**config.mk**
```make
export PLATFORM = sky130hd
export DESIGN_NAME = bbq_op_scheduler
export DESIGN_NICKNAME = d
export VERILOG_FILES = /design/src/rtl/bbq_op_scheduler.sv
export SDC_FILE = /design/constraint.sdc
export NUM_CORES = 1
export LEC_CHECK = 0
export CAP_MARGIN = 20
export CORE_MARGIN = 2
export CORE_UTILIZATION = 40
export DETAILED_ROUTE_END_ITERATION = 12
export GPL_TIMING_DRIVEN = 0
export HOLD_SLACK_MARGIN = 0.08
export PLACE_DENSITY_LB_ADDON = 0.25
export SLEW_MARGIN = 5
export SYNTH_ARGS = -nofsm -noshare
export SYNTH_HDL_FRONTEND = slang
export SYNTH_SLANG_ARGS = --single-unit
```
**constraint.sdc**
```tcl
create_clock -name clk -period 8.4 [get_ports clk]
set_input_delay 1.68 -clock clk [delete_from_list [all_inputs] [get_ports clk]]
set_output_delay 1.68 -clock clk [all_outputs]
set_load 0.01 [all_outputs]
```
**src/rtl/bbq_op_scheduler.sv**
```systemverilog
// Enqueue FIFO + dequeue handshake front-end driving the BBQ two-port router.
// Optional `BBQ_SCHED_BYPASS_EN: an enqueue into an empty FIFO issues in the same cycle.
package bbq_sched_pkg;
    typedef enum logic [1:0] {
        OP_NOP     = 2'd0,
        OP_DEQ_MIN = 2'd1,
        OP_DEQ_MAX = 2'd2,
        OP_DEQ_ANY = 2'd3
    } heap_op_t;
endpackage

module bbq_op_scheduler
    import bbq_sched_pkg::*;
#(
    parameter int unsigned DWIDTH      = 32,
    parameter int unsigned PRIOR_WIDTH = 6,
    parameter int unsigned FIFO_DEPTH  = 4,
    parameter int unsigned CAPACITY    = 64
) (
    input  logic                              clk,
    input  logic                              rst,
    input  logic                              heap_ready,
    input  logic                              enq_valid,
    output logic                              enq_ready,
    input  logic [DWIDTH-1:0]                 enq_data,
    input  logic [PRIOR_WIDTH-1:0]            enq_prior,
    input  logic                              deq_valid,
    output logic                              deq_ready,
    input  heap_op_t                          deq_op,
    output logic                              sched_rdy,
    output logic                              sched_enque_en,
    output logic [DWIDTH-1:0]                 sched_data,
    output logic [PRIOR_WIDTH-1:0]            sched_prior,
    output logic                              sched_ctrl,
    output heap_op_t                          sched_op,
    output logic [$clog2(CAPACITY+1)-1:0]     heap_count
);

    localparam int unsigned AW = $clog2(FIFO_DEPTH);
    localparam int unsigned CW = $clog2(CAPACITY + 1);
    localparam logic [CW-1:0] CAP_C = CW'(CAPACITY);

    typedef enum logic [1:0] {S_IDLE, S_ISSUE, S_FULL_HOLD} state_t;
    state_t state, state_nx;

    logic [DWIDTH-1:0]      mem_data  [FIFO_DEPTH];
    logic [PRIOR_WIDTH-1:0] mem_prior [FIFO_DEPTH];
    logic [AW:0]            wr_ptr, rd_ptr;
    logic                   fifo_empty, fifo_full;
    logic                   push, pop, bypass, head_valid;
    logic                   enq_ok, deq_go, issue;
    logic [DWIDTH-1:0]      head_data;
    logic [PRIOR_WIDTH-1:0] head_prior;
    logic [CW-1:0]          count;
    logic                   deq_shown;

    always_comb begin
        fifo_empty = (wr_ptr == rd_ptr);
        fifo_full  = (wr_ptr[AW] != rd_ptr[AW]) && (wr_ptr[AW-1:0] == rd_ptr[AW-1:0]);
        enq_ready  = !fifo_full;
        deq_go     = heap_ready && deq_valid && (count != '0);
        deq_ready  = deq_go;
`ifdef BBQ_SCHED_BYPASS_EN
        bypass     = fifo_empty && enq_valid;
`else
        bypass     = 1'b0;
`endif
        head_valid = !fifo_empty || bypass;
        head_data  = bypass ? enq_data  : mem_data[rd_ptr[AW-1:0]];
        head_prior = bypass ? enq_prior : mem_prior[rd_ptr[AW-1:0]];
        // A full heap still takes an enqueue when a dequeue frees a slot in the same pair.
        enq_ok     = heap_ready && head_valid && ((count < CAP_C) || deq_go);
        issue      = enq_ok || deq_go;
        push       = enq_valid && !fifo_full && !(bypass && enq_ok);
        pop        = enq_ok && !bypass;
    end

    always_comb begin
        state_nx = state;
        if (heap_ready) begin
            if (issue)
                state_nx = S_ISSUE;
            else if (!fifo_empty && (count == CAP_C) && !deq_valid)
                state_nx = S_FULL_HOLD;
            else
                state_nx = S_IDLE;
        end else if (state == S_ISSUE) begin
            state_nx = S_IDLE;
        end
    end

    assign sched_rdy  = (state == S_ISSUE);
    assign heap_count = count;

    always_ff @(posedge clk) begin
        if (push) begin
            mem_data[wr_ptr[AW-1:0]]  <= enq_data;
            mem_prior[wr_ptr[AW-1:0]] <= enq_prior;
        end
    end

    always_ff @(posedge clk or negedge rst) begin
        if (!rst) begin
            state          <= S_IDLE;
            wr_ptr         <= '0;
            rd_ptr         <= '0;
            count          <= '0;
            sched_enque_en <= 1'b0;
            sched_data     <= '0;
            sched_prior    <= '0;
            sched_op       <= OP_NOP;
            sched_ctrl     <= 1'b0;
            deq_shown      <= 1'b0;
        end else begin
            state <= state_nx;
            if (push)
                wr_ptr <= wr_ptr + (AW+1)'(1);
            if (pop)
                rd_ptr <= rd_ptr + (AW+1)'(1);
            unique case ({enq_ok, deq_go})
                2'b10:   count <= count + CW'(1);
                2'b01:   count <= count - CW'(1);
                default: count <= count;
            endcase
            sched_enque_en <= enq_ok;
            sched_data     <= enq_ok ? head_data  : '0;
            sched_prior    <= enq_ok ? head_prior : '0;
            sched_op       <= issue  ? deq_op     : OP_NOP;
            // Selector flips once the router cycle carrying a dequeue has been presented.
            deq_shown      <= deq_go;
            if (deq_shown)
                sched_ctrl <= ~sched_ctrl;
        end
    end

endmodule

```
==> key figures <==
Outcome
  – Outcome: completed

Clock tree
  – Hold_buf cts: 0
  – Setup bufs post-CTS: 0
  – CTS Buf Count: 22
  – Clk pin slew, worst setup/hold paths: 0.06 ns
  – CTS tree: built
  – Num Clock Sinks: 210
  – H-tree Lvls: 1
  – Clk_lat worst skew: 0.50 ns
  – CTS resizes: 0
  – Root Driver: clkbuf_16
  – Bufs on Longest Clock Path: 3

Synthesis
  – Sequential-to-total area share from yosys stat: 0.750
  – Ys async rst share: 0.276
  – Post-synth EDFFs: 152
  – Synth area leaders: edfxtp_1 (57%), dfrtp_1 (18%), mux4_2 (11%)
  – XOR/XNOR Fraction of Synth Area: 0.0153
  – Compound-Gate Fraction of Synth Area: 0.0270
  – Ys Warns: 0
  – Mapped Avg Cell Area: 19.3 µm²
  – Area leader, netlist: edfxtp_1
  – Post-Syn Instances: 415
  – Area fraction in and, or, nand and nor cells after synthesis: 0.0652
  – Adder-cell share of the synthesized area: 0.0140
  – Seq cells post-synth: 210
  – Syn nets: 469
  – Multiplexer share of the synthesized area: 0.111
  – Count of different cell masters after synthesis: 46
  – Top_reg_cell synth: edfxtp_1
  – Synthesized cell area: 8020 µm²
  – Main combinational cell family by area after synthesis: multiplexers
  – Top-area cell type share of the netlist area: 0.569

Timing
  – Setup violators final: 0
  – Final Hold Viols: 0
  – RSZ-0062 raised after global routing: false
  – Rel. slew slack: 0.438
  – Fin. max-slew vios: 0
  – Fin crit share: 0.572
  – Setup TNS: 0 ns
  – F_max: 208 MHz
  – Minimum clock period: 4.80 ns
  – Worst Tran Pin Value: 0.843 ns
  – Worst-case clock skew: 0.0159 ns

Critical path
  – Reg2reg setup slack: 4.88 ns
  – Crit-path max FO: 4
  – Reg2reg end: heap_count[4]$_DFFE_PN0P_
  – Crit path arrival time: 3.12 ns
  – Startpoint types: input port
  – Worst R2R Start: heap_count[3]$_DFFE_PN0P_
  – Worst Path Required: 6.72 ns
  – Worst reg-to-reg path cell count: 15
  – CP Capture Type: output pin
  – Setup CP Type: in2out

Detailed routing
  – DRC viols: 0
  – Metal-1 WL: 6380 µm
  – Pre-antenna DRT Iters: 4
  – Routed WL: 15000 µm
  – WL met2: 7670 µm
  – Detailed-route via count: 4063
  – Antenna Nets Post-Route: 0
  – Via/cell ratio: 4.95
  – DR iter-0 viols: 133
  – Wirelength per Cell: 18.3 µm
  – Top Metal Used: met4
  – Wire length on met3: 761 µm

Worst hold path
  – HP Class: reg2reg
  – Worst Min Path Start: deq_shown$_DFF_PN0_
  – Cells on Worst Hold Path: 1
  – Hold worst-path end: sched_ctrl$_DFFE_PN0P_

Final layout
  – Design Area, Final: 10200 µm²
  – NumNets Final: 593
  – Layout overhead on the synthesized area: 26.7%
  – FILL cells: 1622
  – Fin cells: 820
  – Layout cells sized above 1: 0.189
  – Most common cell after layout, fill and taps aside: edfxtp_1
  – Inserted Diodes: 0
  – Most frequent cells in the layout: edfxtp_1 (152), clkdlybuf4s50_1 (95), dfrtp_1 (58)

Pwr
  – Worst vdd ir: 213 µV
  – Leakage dissipation: 3.69 nW
  – Post-layout power: 3.55 mW
  – Power Density: 349 nW/µm²

Floorplanning
  – Num ports: 97
  – Core area: 19600 µm²
  – Die Wd: 146 µm
  – Initial Util: 0.410
  – Full die area: 21200 µm²
  – # rows: 51
  – Die Height: 146 µm

Place
  – Placed cells: 780
  – GPL Wtd Cong: 0.774
  – Placed Area: 9400 µm²
  – Port Buffers: 96
  – DP HPWL: 9280 µm

Global route
  – Initial antenna violation count: 0
  – Vias in the first global route: 4490
  – Largest net degree at the start of global routing: 59
  – Grt total ovfl: 0
  – Total track usage: 0.144
  – First-pass GRT wire length: 24100 µm

Job
  – Max Cap Viol: 0
## how the worst max path moves through the flow
stage | from | end | slack, ns | cells after the start
finish | heap_ready | deq_ready | 3.60 | 5
global route | heap_ready | deq_ready | 3.51 | 5
CTS | heap_ready | deq_ready | 3.59 | 5
detailed placement | heap_ready | deq_ready | 3.60 | 5
global placement | rst | sched_data[25]$_DFF_PN0_ | 3.41 | 1
floorplan | heap_ready | heap_count[4]$_DFFE_PN0P_ | 4.41 | 13
## metrics by stage
stage	util	hold slack, ns	setup WS, ns
4_1_cts	0.519	0.439	3.59
3_5_place_dp	0.480	0.428	3.60
6_report	0.519	0.436	3.60
5_1_grt	0.519	0.473	3.51
3_3_place_gp	0.476	0.426	3.41
2_1_floorplan	-	0.417	4.41
## power breakdown
group / total (mW) / leakage, nW / internal [mW] / switching (mW)
registers: 1.50 / 2.14 / 1.40 / 0.0988
clock network: 0.997 / 0.381 / 0.619 / 0.378
logic: 1.05 / 1.17 / 0.546 / 0.505
total: 3.55 / 3.69 / 2.56 / 0.982
## state kept, by name (all words and copies together) (netlist names)
| register | cells |
|---|---|
| rd_ptr | 3 |
| mem_data | 128 |
| sched_prior | 6 |
| state | 2 |
| sched_op | 2 |
| sched_enque_en | 1 |
| mem_prior | 24 |
| deq_shown | 1 |
| heap_count | 7 |
| wr_ptr | 3 |
| sched_data | 32 |
| sched_ctrl | 1 |
## cell type report
| class | count | area (µm²) | share of cell area |
|---|---|---|---|
| Inverter | 8 | 30.0 | 0.00295 |
| Timing Repair Buffer | 100 | 1040 | 0.102 |
| Buffer | 20 | 115 | 0.0113 |
| Clock inverter | 10 | 139 | 0.0137 |
| Tap cell | 265 | 332 | 0.0326 |
| Sequential cell | 210 | 6020 | 0.592 |
| Clock buffer | 30 | 631 | 0.0620 |
| Multi-Input combinational cell | 177 | 1870 | 0.184 |
## critical path, stage by stage
cell             delay, ns
clkdlybuf4s50_1       0.50
nand2_1               0.06
o21bai_1              0.17
inv_1                 0.15
clkdlybuf4s50_1       0.56
## logic make-up after synthesis
| family | Yosys count |
|---|---|
| DFF | 210 |
| AOI/OAI and AO/OA | 25 |
| adders and majority gates | 9 |
| muxes | 41 |
| buffers and inverters | 28 |
| and+or+nand+nor | 88 |
| xor gates and xnor gates | 14 |
## Yosys cell counts (2+ instances only)
library cell / number
edfxtp_1: 152
dfrtp_1: 58
and2_1: 43
mux4_2: 38
nand2_1: 12
ha_1: 9
buf_2: 7
clkbuf_1: 7
inv_1: 7
nor2_1: 7
xnor2_1: 7
xor2_1: 7
nor2b_1: 6
nand3_1: 4
o211ai_1: 4
a21oi_1: 3
buf_6: 3
nand4_1: 3
nor3b_1: 3
o21ai_0: 3
and3_1: 2
buf_4: 2
mux2_2: 2
nand2b_1: 2
o2111ai_1: 2
o221a_2: 2
## layer usage
layer | global-route usage | vias up
li1 | - | 1846
met3 | 0.0285 | 23
met2 | 0.255 | 122
met1 | 0.185 | 2072
met5 | 0 | -
met4 | 0.0309 | 0
Note: power is estimated with default switching activity, not from simulation.
